### src/rtl/fx2_cmd_responder.sv
// fx2_cmd_responder
//   Device-side responder for the host register-command protocol carried
//   over the FX2 slave FIFOs. Parses the 8-byte frame
//     SYNC, wr, addr[7:0], addr[15:8], val[7:0], val[15:8], val[23:16], val[31:24]
//   from the OUT byte stream, issues one register-bus transaction, and
//   returns the 4-byte little-endian register value on the IN byte stream.
//
// Ports
//   clk, reset_n             clock, synchronous active-low reset
//   in_data/in_valid/in_ready     command byte stream (from OUT FIFO)
//   out_data/out_valid/out_ready  reply byte stream (to IN FIFO)
//   reg_addr/reg_wdata       register bus address / write value
//   reg_wr/reg_rd            one-cycle write / read strobes
//   reg_rdata/reg_ack        register value and completion
//   busy                     high whenever a frame is in progress
//
// Optional: define CMD_RESPONDER_STATS_EN to add saturating counters
//   stat_drop (bytes discarded while hunting), stat_abort (bad flag byte),
//   stat_timeout (bus timeouts).
module fx2_cmd_responder #(
  parameter logic [7:0]  SYNC_BYTE = 8'hAA,
  parameter int unsigned TIMEOUT   = 255,
  parameter logic [31:0] ERR_VALUE = 32'hFFFF_FFFF
) (
  input  logic        clk,
  input  logic        reset_n,
  input  logic [7:0]  in_data,
  input  logic        in_valid,
  output logic        in_ready,
  output logic [7:0]  out_data,
  output logic        out_valid,
  input  logic        out_ready,
  output logic [15:0] reg_addr,
  output logic [31:0] reg_wdata,
  output logic        reg_wr,
  output logic        reg_rd,
  input  logic [31:0] reg_rdata,
  input  logic        reg_ack,
  output logic        busy
`ifdef CMD_RESPONDER_STATS_EN
  ,
  output logic [15:0] stat_drop,
  output logic [7:0]  stat_abort,
  output logic [7:0]  stat_timeout
`endif
);

  typedef enum logic [2:0] {HUNT, HDR, ISSUE, WAIT, REPLY} state_t;

  // Abort fires on the WAIT cycle whose count reaches TIMEOUT.
  localparam logic [7:0] TMO_LAST = 8'(TIMEOUT - 1);

  state_t      state_q, state_d;
  logic [2:0]  idx_q, idx_d;      // header byte index, then reply byte index
  logic        wr_q, wr_d;
  logic [7:0]  tmo_q, tmo_d;
  logic [31:0] rdata_q, rdata_d;  // remaining reply bytes, current one in [7:0]
  logic        in_ready_q, in_ready_d;
  logic        busy_q, busy_d;
  logic [7:0]  out_data_q, out_data_d;
  logic        out_valid_q, out_valid_d;
  logic [15:0] reg_addr_q, reg_addr_d;
  logic [31:0] reg_wdata_q, reg_wdata_d;
  logic        reg_wr_q, reg_wr_d;
  logic        reg_rd_q, reg_rd_d;

  logic in_fire, out_fire;
  assign in_fire  = in_valid && in_ready_q;
  assign out_fire = out_valid_q && out_ready;

  always_comb begin
    state_d     = state_q;
    idx_d       = idx_q;
    wr_d        = wr_q;
    tmo_d       = tmo_q;
    rdata_d     = rdata_q;
    out_data_d  = out_data_q;
    out_valid_d = out_valid_q;
    reg_addr_d  = reg_addr_q;
    reg_wdata_d = reg_wdata_q;
    reg_wr_d    = 1'b0;
    reg_rd_d    = 1'b0;
    unique case (state_q)
      HUNT: if (in_fire && in_data == SYNC_BYTE) begin
        state_d = HDR;
        idx_d   = 3'd1;
      end
      HDR: if (in_fire) begin
        idx_d = idx_q + 3'd1;
        // Address and value arrive LSB first, so shift each new byte in at the top.
        case (idx_q)
          3'd1:       if (in_data[7:1] != 7'd0) state_d = HUNT;
                      else                      wr_d    = in_data[0];
          3'd2, 3'd3: reg_addr_d  = {in_data, reg_addr_q[15:8]};
          default:    reg_wdata_d = {in_data, reg_wdata_q[31:8]};
        endcase
        if (idx_q == 3'd7) begin
          state_d  = ISSUE;
          reg_wr_d = wr_q;
          reg_rd_d = ~wr_q;
        end
      end
      ISSUE: begin
        state_d = WAIT;
        tmo_d   = 8'd0;
      end
      WAIT: begin
        if (reg_ack || tmo_q == TMO_LAST) begin
          rdata_d     = reg_ack ? reg_rdata : ERR_VALUE;
          state_d     = REPLY;
          idx_d       = 3'd0;
          out_valid_d = 1'b1;
          out_data_d  = rdata_d[7:0];
        end else begin
          tmo_d = tmo_q + 8'd1;
        end
      end
      REPLY: if (out_fire) begin
        if (idx_q == 3'd3) begin
          state_d     = HUNT;
          out_valid_d = 1'b0;
          out_data_d  = 8'h00;
        end else begin
          idx_d      = idx_q + 3'd1;
          rdata_d    = {8'h00, rdata_q[31:8]};
          out_data_d = rdata_q[15:8];
        end
      end
      default: state_d = HUNT;
    endcase
    in_ready_d = (state_d == HUNT) || (state_d == HDR);
    busy_d     = (state_d != HUNT);
  end

  always_ff @(posedge clk) begin
    if (!reset_n) begin
      state_q     <= HUNT;
      idx_q       <= 3'd0;
      wr_q        <= 1'b0;
      tmo_q       <= 8'd0;
      rdata_q     <= 32'd0;
      in_ready_q  <= 1'b0;
      busy_q      <= 1'b0;
      out_data_q  <= 8'h00;
      out_valid_q <= 1'b0;
      reg_addr_q  <= 16'd0;
      reg_wdata_q <= 32'd0;
      reg_wr_q    <= 1'b0;
      reg_rd_q    <= 1'b0;
    end else begin
      state_q     <= state_d;
      idx_q       <= idx_d;
      wr_q        <= wr_d;
      tmo_q       <= tmo_d;
      rdata_q     <= rdata_d;
      in_ready_q  <= in_ready_d;
      busy_q      <= busy_d;
      out_data_q  <= out_data_d;
      out_valid_q <= out_valid_d;
      reg_addr_q  <= reg_addr_d;
      reg_wdata_q <= reg_wdata_d;
      reg_wr_q    <= reg_wr_d;
      reg_rd_q    <= reg_rd_d;
    end
  end

  assign in_ready  = in_ready_q;
  assign busy      = busy_q;
  assign out_data  = out_data_q;
  assign out_valid = out_valid_q;
  assign reg_addr  = reg_addr_q;
  assign reg_wdata = reg_wdata_q;
  assign reg_wr    = reg_wr_q;
  assign reg_rd    = reg_rd_q;

`ifdef CMD_RESPONDER_STATS_EN
  logic [15:0] stat_drop_q, stat_drop_d;
  logic [7:0]  stat_abort_q, stat_abort_d;
  logic [7:0]  stat_timeout_q, stat_timeout_d;
  logic        drop_ev, abort_ev, tmo_ev;

  assign drop_ev  = (state_q == HUNT) && in_fire && (in_data != SYNC_BYTE);
  assign abort_ev = (state_q == HDR) && in_fire && (idx_q == 3'd1) && (in_data[7:1] != 7'd0);
  assign tmo_ev   = (state_q == WAIT) && !reg_ack && (tmo_q == TMO_LAST);

  // Saturating: stick at all-ones rather than wrap.
  always_comb begin
    stat_drop_d    = stat_drop_q    + 16'(drop_ev  && (stat_drop_q    != '1));
    stat_abort_d   = stat_abort_q   + 8'(abort_ev  && (stat_abort_q   != '1));
    stat_timeout_d = stat_timeout_q + 8'(tmo_ev    && (stat_timeout_q != '1));
  end

  always_ff @(posedge clk) begin
    if (!reset_n) begin
      stat_drop_q    <= 16'd0;
      stat_abort_q   <= 8'd0;
      stat_timeout_q <= 8'd0;
    end else begin
      stat_drop_q    <= stat_drop_d;
      stat_abort_q   <= stat_abort_d;
      stat_timeout_q <= stat_timeout_d;
    end
  end

  assign stat_drop    = stat_drop_q;
  assign stat_abort   = stat_abort_q;
  assign stat_timeout = stat_timeout_q;
`endif

endmodule

### config.mk
export PLATFORM = sky130hd
export DESIGN_NAME = fx2_cmd_responder
export DESIGN_NICKNAME = d
export VERILOG_FILES = /design/src/rtl/fx2_cmd_responder.sv
export SDC_FILE = /design/constraint.sdc
export NUM_CORES = 1
export LEC_CHECK = 0
export CORE_AREA = 8 8 131 133
export DETAILED_ROUTE_END_ITERATION = 6
export DIE_AREA = 0 0 139 141
export PLACE_DENSITY = 0.59
export SYNTH_ARGS = -nofsm -noshare
export SYNTH_HDL_FRONTEND = slang
export SYNTH_SLANG_ARGS = --single-unit
### constraint.sdc
create_clock -name clk -period 1.9 [get_ports clk]
set_input_delay 0.285 -clock clk [delete_from_list [all_inputs] [get_ports clk]]
set_output_delay 0.285 -clock clk [all_outputs]
set_load 0.01 [all_outputs]
==> flow_metrics.py, run 1 <==
metrics = {
    "status": {
        "status": "finished, violations left",
        "violations": "setup timing",
    },
    "grt": {
        "grt_max_degree": 49,
        "grt_overflow": 0,
        "grt_usage_pct": 11.97,
        "grt_pass1_vias": 3769,
        "grt_pass1_wl_um": 19160,
        "antenna_found_initial": 0,
    },
    "placement": {
        "dp_hpwl_um": 8660,
        "placed_area_mm2": 0.005878,
        "port_buffers": 105,
        "place_inst": 765,
        "gp_congestion": 0.7880,
    },
    "worst_setup_path": {
        "cp_max_fo": 8,
        "critPathTopFamily": "buffers and inverters",
        "critPathCaptureType": "register",
        "critical-path-slowest-cell": "dfxtp_4",
        "r2r_start": "idx_q[1]$_SDFFE_PN0P_",
        "arrival_ns": 2.14,
        "critPathKind": "register to register",
        "slowest_delay_ns": 0.37,
        "worst-r2r-setup-slack_ns": -0.005,
        "start_kind": "register",
        "cp_num_buf_inv": 3,
        "critPathRequiredTime_ns": 2.13,
        "reg2reg_depth": 8,
        "cp.depth": 8,
        "path_cells": "inv_2 -> ha_4 -> or2_4 -> a2111oi_4 -> buf_6 -> clkbuf_16 -> mux2i_1 -> nor2_1",
        "timing.rr.end": "reg_wdata[0]$_SDFFE_PN0P_",
    },
    "synth": {
        "syn_nets": 522,
        "seq_area_frac_synth_pct": 45.18,
        "ys_warn_count": 0,
        "synth_cell_types": 50,
        "synthArstFlopShare_pct": 0,
        "ys.flop_type": "dfxtp_1",
        "synth-edff-count": 0,
        "synth_cells": 470,
        "synth_area_per_cell_um2": 9.427,
        "synth_seq_cells": 100,
        "synth_area_mm2": 0.004430,
    },
    "floorplanning": {
        "core_area_mm2": 0.01498,
        "core.rowCount": 45,
        "die_y_um": 141,
        "start_util_pct": 29.58,
        "io_pins": 106,
        "die_area_mm2": 0.01960,
        "die_w_um": 139,
    },
    "sta": {
        "hold_viol_final": 0,
        "finClkSkew_ns": 0.007353,
        "setup_tns_ns": -0.004657,
        "period_share_pct": 100.2,
        "setup-violations-final": 1,
        "slew_violations": 0,
        "max_clock_freq_mhz": 525.0,
        "rsz0062_at_grt": "yes",
        "period_needed_ns": 1.905,
        "worst_pin_slew_ns": 0.7047,
        "relSlewSlack_pct": 52.52,
        "setup_ws_ns": -0.004657,
    },
    "drt": {
        "drtPass1Iterations": 4,
        "dr_total_vias": 3739,
        "wl_per_cell_um": 15.00,
        "routed_via_density": 4.757,
        "wirelength_um": 11790,
        "route.detailed.drc": 0,
        "postRouteAntennaNets": 0,
        "drtIter0Drc": 131,
    },
    "flow_run": {
        "maxCapViolCount": 0,
    },
    "clock_network": {
        "root_buffer": "clkbuf_16",
        "clk_latency_ns": 0.35,
        "cts_tree": "yes",
        "cts_num_sinks": 100,
        "cts_buffers": 9,
        "clk_pin_slew_ns": 0.07,
        "cts_max_path_buffers": 2,
        "htreeDepth": 3,
        "holdBufCountCts": 0,
    },
    "pwr": {
        "power_mw": 4.260,
        "p_leak_nw": 2.206,
        "peakVddDrop_mv": 0.4585,
        "power_density_mw_per_mm2": 675.2,
    },
    "hold_path": {
        "min_path_cells": 3,
        "min_to": "rdata_q[21]$_SDFFE_PN0P_",
        "hp-start": "reset_n",
        "worstHoldPathType": "input port to register",
    },
    "cells_and_area": {
        "area_growth_pct": 42.42,
        "layoutNonFillerInstCount": 786,
        "fin_util_pct": 42.13,
        "layout.nets": 645,
        "final_cell_area_mm2": 0.006310,
        "diodes": 0,
        "drive_gt1_share_pct": 11.87,
    },
}
[kinds of logic (layout without fill, tap and decap cells)]
kind of cell / Yosys count / in the layout / share of synthesized area (%)
AND/OR/NAND/NOR: 158 / 158 / 17.93
XOR/XNOR: 2 / 2 / 0.3954
multiplexers: 75 / 75 / 16.94
flip-flops: 100 / 100 / 45.18
adder cells (fa/ha/maj): 7 / 7 / 1.977
buffers and inverters: 50 / 178 / 5.055
AO/OA/AOI/OAI: 78 / 78 / 12.51
[synthesized netlist by cell type (2+ instances only)]
library cell / number / area (um2)
a21oi_1: 20 / 100.1
a22oi_1: 2 / 15.01
a311o_1: 8 / 80.08
a31oi_1: 3 / 18.77
and2_1: 2 / 12.51
and4_1: 2 / 17.52
buf_1: 4 / 15.01
buf_2: 5 / 25.02
buf_4: 2 / 15.01
buf_6: 3 / 33.78
clkbuf_1: 18 / 67.56
clkinv_1: 2 / 7.510
dfxtp_1: 100 / 2002
ha_1: 7 / 87.58
inv_1: 16 / 60.06
mux2i_1: 75 / 750.7
nand2_1: 42 / 157.7
nand2b_1: 2 / 12.51
nand3_1: 4 / 20.02
nand3b_1: 17 / 127.6
nand4_1: 3 / 18.77
nor2_1: 54 / 202.7
nor2b_1: 9 / 56.30
nor3_1: 5 / 25.02
o211ai_1: 17 / 127.6
o21a_1: 2 / 15.01
o21ai_0: 7 / 35.03
o22ai_1: 8 / 50.05
o31ai_1: 2 / 15.01
or2_2: 2 / 12.51
or3_1: 4 / 25.02
or3b_2: 2 / 17.52
or4_1: 4 / 30.03
[layout make-up]
type | instances | area (um2)
flip-flops and latches | 100 | 2009
well taps | 188 | 235.2
clock inverters | 7 | 90.09
inverters | 18 | 70.07
fillers | 1441 | 8667
repair buffers | 144 | 1430
multi-input cells | 320 | 2250
clock buffers | 9 | 225.2
[metrics by stage]
stage,hold WS [ns],setup slack (ns)
3_3_place_gp,0.4406,-0.03740
4_1_cts,0.3246,-0.005050
6_report,0.3492,-0.004657
2_1_floorplan,0.4011,0.01363
3_5_place_dp,0.4426,-0.08711
5_1_grt,0.3589,-0.08496
[report_power, final]
part | switching (mW) | internal [mW]
sequential | 0.00130 | 2.09
clock | 0.860 | 1.06
combinational | 0.110 | 0.139
total | 0.971 | 3.29
[worst max-delay path by stage]
| stage | endpoint | slack, ns | from |
|---|---|---|---|
| finish | reg_wdata[0]$_SDFFE_PN0P_ | -0.005 | idx_q[1]$_SDFFE_PN0P_ |
| global route | reg_wdata[18]$_SDFFE_PN0P_ | -0.08 | idx_q[1]$_SDFFE_PN0P_ |
| CTS | reg_wdata[0]$_SDFFE_PN0P_ | -0.005 | idx_q[0]$_SDFFE_PN0P_ |
| detailed placement | idx_q[0]$_SDFFE_PN0P_ | -0.09 | in_data[2] |
| global placement | wr_q$_SDFFE_PN0P_ | -0.04 | in_data[2] |
| floorplan | reg_wdata[11]$_SDFFE_PN0P_ | 0.01 | state_q[2]$_SDFF_PN0_ |
[registers in the layout, summed over array words and instances (netlist names)]
register,flops
out_valid,1
rdata_q,24
idx_q,3
reg_wr,1
reg_addr,16
out_data,8
reg_rd,1
reg_wdata,32
wr_q,1
busy,1
in_ready,1
state_q,3
tmo_q,8
[worst register-to-register path, stage by stage (launching register included)]
cell and delay, ns:
dfxtp_4 0.37, inv_2 0.05, ha_4 0.15, or2_4 0.25, a2111oi_4 0.36, buf_6 0.18, clkbuf_16 0.16, mux2i_1 0.21
nor2_1 0.06
[placed cells by master, fill, tap and decap left out, drive strengths merged, types with 3 or more instances in the layout]
| master | n |
|---|---|
| clkbuf | 10 |
| nor2 | 54 |
| nor2b | 9 |
| a31oi | 3 |
| a311o | 8 |
| ha | 7 |
| o22ai | 8 |
| dfxtp | 100 |
| nand3b | 17 |
| a21oi | 21 |
| nand3 | 4 |
| inv | 20 |
| clkinv | 4 |
| or3 | 4 |
| mux2i | 75 |
| nand2 | 42 |
| o21ai | 7 |
| buf | 39 |
| clkdlybuf4s50 | 104 |
| nand4 | 3 |
| nor3 | 5 |
| o211ai | 17 |
| or3b | 3 |
| or4 | 4 |
[per-layer routing]
layer	vias up	share of wire (%)	global-route usage (%)
met3	10	7.0	4.693
li1	1905	-	-
met1	1712	50	15.17
met5	-	0	0
met2	112	42	18.27
met4	0	1.2	3.813
[what timing repair did]
item | 4_1_cts | 5_1_grt
buffers inserted | 0 | 3
gates resized for setup | 1 | 15
pin swaps | 0 | 6
setup endpoints to repair | 1 | 35
gates cloned | 0 | 2
(Power assumes the default switching activity.)
==> inputs of run 2 (changes only) <==
==> config.mk (replaced) <==
export PLATFORM = sky130hd
export DESIGN_NAME = fx2_cmd_responder
export DESIGN_NICKNAME = d
export VERILOG_FILES = /design/src/rtl/fx2_cmd_responder.sv
export SDC_FILE = /design/constraint.sdc
export NUM_CORES = 1
export LEC_CHECK = 0
export CELL_PAD_IN_SITES_DETAIL_PLACEMENT = 1
export CELL_PAD_IN_SITES_GLOBAL_PLACEMENT = 2
export CORE_AREA = 8 8 138 140
export DETAILED_ROUTE_END_ITERATION = 6
export DIE_AREA = 0 0 146 148
export PLACE_DENSITY = 0.79
export SYNTH_ARGS = -nofsm -noshare
export SYNTH_HDL_FRONTEND = slang
export SYNTH_SLANG_ARGS = --single-unit
==> flow_metrics.py, run 2 (synthesis gave the netlist of run 1 again) <==
metrics = {
    "status": {
        "status": "finished, violations left",
        "violations": "setup timing",
    },
    "sta": {
        "worst_pin_slew_ns": 0.7538,
        "setup-violations-final": 3,
        "period_share_pct": 101.1,
        "rsz0062_at_grt": "yes",
        "finClkSkew_ns": 0.004830,
        "relSlewSlack_pct": 49.21,
        "setup_ws_ns": -0.02077,
        "hold_viol_final": 0,
        "period_needed_ns": 1.921,
        "slew_violations": 0,
        "max_clock_freq_mhz": 520.6,
    },
    "clock_network": {
        "cts_num_sinks": 100,
        "holdBufCountCts": 0,
        "clk_latency_ns": 0.35,
        "cts_max_path_buffers": 2,
        "cts_buffers": 9,
        "clk_pin_slew_ns": 0.07,
        "cts_tree": "yes",
        "htreeDepth": 3,
        "root_buffer": "clkbuf_16",
    },
    "floorplanning": {
        "core.rowCount": 48,
        "core_area_mm2": 0.01694,
        "die_area_mm2": 0.02161,
        "start_util_pct": 26.16,
        "io_pins": 106,
        "die_w_um": 146,
        "die_y_um": 148,
    },
    "pwr": {
        "power_density_mw_per_mm2": 652.3,
        "peakVddDrop_mv": 0.4311,
        "p_leak_nw": 2.272,
    },
    "worst_setup_path": {
        "critPathKind": "register to register",
        "arrival_ns": 2.16,
        "cp_max_fo": 8,
        "critPathRequiredTime_ns": 2.14,
        "start_kind": "register",
        "critPathCaptureType": "register",
    },
    "placement": {
        "port_buffers": 105,
        "dp_hpwl_um": 9904,
        "place_inst": 804,
        "gp_congestion": 0.7807,
    },
    "cells_and_area": {
        "layoutNonFillerInstCount": 831,
        "fin_util_pct": 38.59,
        "diodes": 0,
        "layout.nets": 653,
        "final_common_cell": "clkdlybuf4s50_1",
        "drive_gt1_share_pct": 14.19,
        "area_growth_pct": 47.50,
        "final_cell_mix": "clkdlybuf4s50_1 (104), dfxtp_1 (98), mux2i_1 (71)",
        "largest_reg_flops": 32,
    },
    "grt": {
        "grt_usage_pct": 12.31,
        "grt_overflow": 0,
        "antenna_found_initial": 0,
        "grt_max_degree": 52,
        "grt_pass1_wl_um": 21570,
        "grt_pass1_vias": 4195,
    },
    "drt": {
        "drtIter0Drc": 120,
        "drtPass1Iterations": 4,
        "postRouteAntennaNets": 0,
        "wl_per_cell_um": 16.57,
        "route.detailed.drc": 0,
        "wirelength_um": 13770,
        "routed_via_density": 4.706,
        "dr_total_vias": 3911,
    },
    "hold_path": {
        "worstHoldPathType": "input port to register",
    },
    "flow_run": {
        "maxCapViolCount": 0,
    },
}
run 2: cell count changes in the layout (fill, tap and decap cells not counted), moves of 2 or more:
cell / change
mux2i_2: +3
inv_8: -3
buf_4: +3
buf_16: +2
mux2i_1: -4
clkbuf_16: +2
run 2: worst paths after layout:
| check | startpoint | to | slack [ns] | depth (start not counted) |
|---|---|---|---|---|
| hold / removal | reset_n | in_ready$_SDFF_PN0_ | 0.28 | 2 |
| setup / recovery | idx_q[1]$_SDFFE_PN0P_ | reg_wdata[20]$_SDFFE_PN0P_ | -0.02 | 8 |
| hold reg to reg | rdata_q[20]$_SDFFE_PN0P_ | rdata_q[20]$_SDFFE_PN0P_ | 0.46 | 2 |
| setup reg to reg | idx_q[1]$_SDFFE_PN0P_ | reg_wdata[20]$_SDFFE_PN0P_ | -0.02 | 8 |
run 2: repair_timing:
item                                   4_1_cts  5_1_grt
setup buffers                                4        1
cloned                                       2        4
gates resized for setup                     13       10
pin swaps                                    4       21
endpoints found under the hold margin        0        0
setup endpoints to repair                   32       56
run 2: layer usage:
metal	track usage, %	share of wire (%)	vias to the layer above
met2	20.00	46	107
li1	-	-	1923
met4	4.328	1.6	0
met5	0	0	-
met1	15.15	47	1866
met3	3.791	5.5	15
run 2: metrics by stage:
step                hold slack (ns)  setup TNS, ns  area (um2)  power [mW]  worst slack, ns
floorplan                    0.4011              0        4436       2.246          0.01363
global placement             0.4370         -2.156        5939       2.397         -0.06336
detailed placement           0.4534         -6.542        5939       2.401          -0.1757
CTS                          0.2642       -0.05697        6375       4.321         -0.03617
global route                 0.2679         -2.038        6535       4.421         -0.09162
finish                       0.2787       -0.03426        6535       4.263         -0.02077
run 2: where the power goes:
| group | switching [mW] | internal, mW | leakage (nW) |
|---|---|---|---|
| Combinational | 0.112 | 0.142 | 1.31 |
| Sequential | 0.00127 | 2.09 | 0.807 |
| Clock | 0.846 | 1.07 | 0.153 |
| Total | 0.959 | 3.30 | 2.27 |
run 2: critical path, stage by stage (launching register included):
cell       delay [ns]
dfxtp_4          0.38
inv_4            0.04
ha_4             0.15
or2_4            0.25
a2111oi_4        0.31
buf_4            0.22
buf_16           0.14
mux2i_2          0.23
nor2_1           0.07
run 2: area by class of cell:
type	instances	area [um2]
multi-input combinational	320	2288
tap	225	281.5
timing repair buffer	152	1574
clock inverter	6	70.07
inverter	18	72.57
sequential	100	2009
fill	1895	10400
clock buffer	10	239.0
==> inputs of run 3 (changes only) <==
--- a/config.mk
+++ b/config.mk
@@ -7,10 +7,11 @@
 export LEC_CHECK = 0
 export CELL_PAD_IN_SITES_DETAIL_PLACEMENT = 1
 export CELL_PAD_IN_SITES_GLOBAL_PLACEMENT = 2
-export CORE_AREA = 8 8 138 140
+export CORE_AREA = 8 8 131 133
 export DETAILED_ROUTE_END_ITERATION = 6
-export DIE_AREA = 0 0 146 148
-export PLACE_DENSITY = 0.79
+export DIE_AREA = 0 0 139 141
+export PLACE_DENSITY_LB_ADDON = 0.1
+export SLEW_MARGIN = 20
 export SYNTH_ARGS = -nofsm -noshare
 export SYNTH_HDL_FRONTEND = slang
 export SYNTH_SLANG_ARGS = --single-unit
==> constraint.sdc (replaced) <==
create_clock -name clk -period 1.95 [get_ports clk]
set_input_delay 0.2925 -clock clk [delete_from_list [all_inputs] [get_ports clk]]
set_output_delay 0.2925 -clock clk [all_outputs]
set_load 0.01 [all_outputs]
==> flow_metrics.py, run 3 (synthesis gave the netlist of run 1 again) <==
metrics = {
    "sta": {
        "period_share_pct": 94.35,
        "setup_tns_ns": 0,
        "hold_viol_final": 0,
        "worst_pin_slew_ns": 0.5130,
        "relSlewSlack_pct": 65.65,
        "rsz0062_at_grt": "no",
        "finClkSkew_ns": 0.008106,
        "max_clock_freq_mhz": 543.6,
        "setup-violations-final": 0,
        "slew_violations": 0,
        "period_needed_ns": 1.840,
    },
    "pwr": {
        "peakVddDrop_mv": 0.3489,
        "power_density_mw_per_mm2": 688.0,
        "p_leak_nw": 2.256,
        "power_mw": 4.389,
    },
    "worst_setup_path": {
        "start_kind": "register",
        "critPathKind": "register to register",
        "cp_max_fo": 8,
        "critPathRequiredTime_ns": 2.19,
        "arrival_ns": 2.08,
        "critPathCaptureType": "register",
    },
    "cells_and_area": {
        "layout.nets": 652,
        "diodes": 0,
        "final_cell_mix": "clkdlybuf4s50_1 (104), dfxtp_1 (98), mux2i_1 (74)",
        "final_cell_area_mm2": 0.006380,
        "final_common_cell": "clkdlybuf4s50_1",
        "drive_gt1_share_pct": 12.73,
        "area_growth_pct": 44.00,
        "largest_reg_flops": 32,
    },
    "drt": {
        "wl_per_cell_um": 16.43,
        "route.detailed.drc": 0,
        "drtPass1Iterations": 4,
        "dr_total_vias": 3844,
        "drtIter0Drc": 71,
        "postRouteAntennaNets": 0,
        "routed_via_density": 4.847,
        "wirelength_um": 13030,
    },
    "grt": {
        "grt_pass1_wl_um": 21120,
        "grt_pass1_vias": 4152,
        "grt_overflow": 0,
        "grt_usage_pct": 13.28,
        "grt_max_degree": 52,
        "antenna_found_initial": 0,
    },
    "flow_run": {
        "maxCapViolCount": 0,
    },
    "placement": {
        "port_buffers": 105,
        "placed_area_mm2": 0.005919,
        "gp_congestion": 0.7288,
        "dp_hpwl_um": 9448,
    },
    "floorplanning": {
        "die_w_um": 139,
        "die_area_mm2": 0.01960,
        "start_util_pct": 29.58,
        "core_area_mm2": 0.01498,
        "io_pins": 106,
        "core.rowCount": 45,
        "die_y_um": 141,
    },
    "status": {
        "status": "finished clean",
    },
    "clock_network": {
        "holdBufCountCts": 0,
        "cts_buffers": 9,
        "clk_pin_slew_ns": 0.07,
        "cts_max_path_buffers": 2,
        "clk_latency_ns": 0.35,
        "cts_num_sinks": 100,
        "root_buffer": "clkbuf_16",
        "cts_tree": "yes",
        "htreeDepth": 3,
    },
    "hold_path": {
        "worstHoldPathType": "input port to register",
    },
}
## run 3: cell count changes in the layout (fill, tap and decap cells not counted), sizes merged
cell	previous run	this run
clkbuf	13	12
buf	45	46
inv	19	18
clkinv	4	2
bufinv	1	3
## run 3: cell type report
cell class / count / area [um2]
clock buffer: 11 / 242.7
clock inverter: 5 / 107.6
fill: 1677 / 8597
inverter: 18 / 67.56
multi-input combinational: 320 / 2228
sequential: 100 / 2007
tap: 188 / 235.2
timing repair buffer: 151 / 1491
## run 3: metal layers
layer | up-vias | global-route usage [%] | share of wire, %
met5 | - | 0 | 0
met3 | 11 | 3.140 | 4.1
met2 | 69 | 23.22 | 49
met1 | 1839 | 15.31 | 45
met4 | 0 | 5.546 | 1.6
li1 | 1925 | - | -
## run 3: path summary, 6_finish.rpt
kind	startpoint	endpoint	slack, ns	depth (start not counted)
worst min register to register	rdata_q[17]$_SDFFE_PN0P_	rdata_q[17]$_SDFFE_PN0P_	0.46	2
worst min-delay path	reset_n	in_ready$_SDFF_PN0_	0.26	2
worst max register to register	idx_q[1]$_SDFFE_PN0P_	reg_wdata[1]$_SDFFE_PN0P_	0.11	8
worst max-delay path	idx_q[1]$_SDFFE_PN0P_	reg_wdata[1]$_SDFFE_PN0P_	0.11	8
## run 3: worst max-delay path, cell delays in order (launching register included)
cell	delay (ns)
dfxtp_4	0.36
inv_2	0.04
ha_2	0.17
or2_4	0.25
a2111oi_4	0.30
buf_6	0.19
clkbuf_16	0.17
mux2i_1	0.19
nor2_1	0.05
## run 3: repair_timing
| action | in CTS | in global routing |
|---|---|---|
| setup buffers | 5 | 0 |
| endpoints found under the setup margin | 32 | 33 |
| resized for setup | 8 | 4 |
| gates cloned | 2 | 1 |
| pin swaps | 2 | 1 |
## run 3: report_power, final
group | leakage (nW) | internal, mW | switching [mW]
logic | 1.28 | 0.139 | 0.106
clock network | 0.170 | 1.30 | 0.805
registers | 0.807 | 2.04 | 0.00153
## run 3: stage by stage
| stage | setup slack [ns] | hold slack, ns | cells | utilization, % |
|---|---|---|---|---|
| 2_1_floorplan | 0.007456 | 0.4086 | 470 | - |
| 3_3_place_gp | -0.05856 | 0.4491 | 771 | 39.52 |
| 3_5_place_dp | -0.1206 | 0.4565 | 771 | 39.52 |
| 4_1_cts | 0.005994 | 0.2488 | 794 | 42.58 |
| 5_1_grt | 0.0009683 | 0.2573 | 793 | 42.60 |
| 6_report | 0.1102 | 0.2622 | 793 | 42.60 |
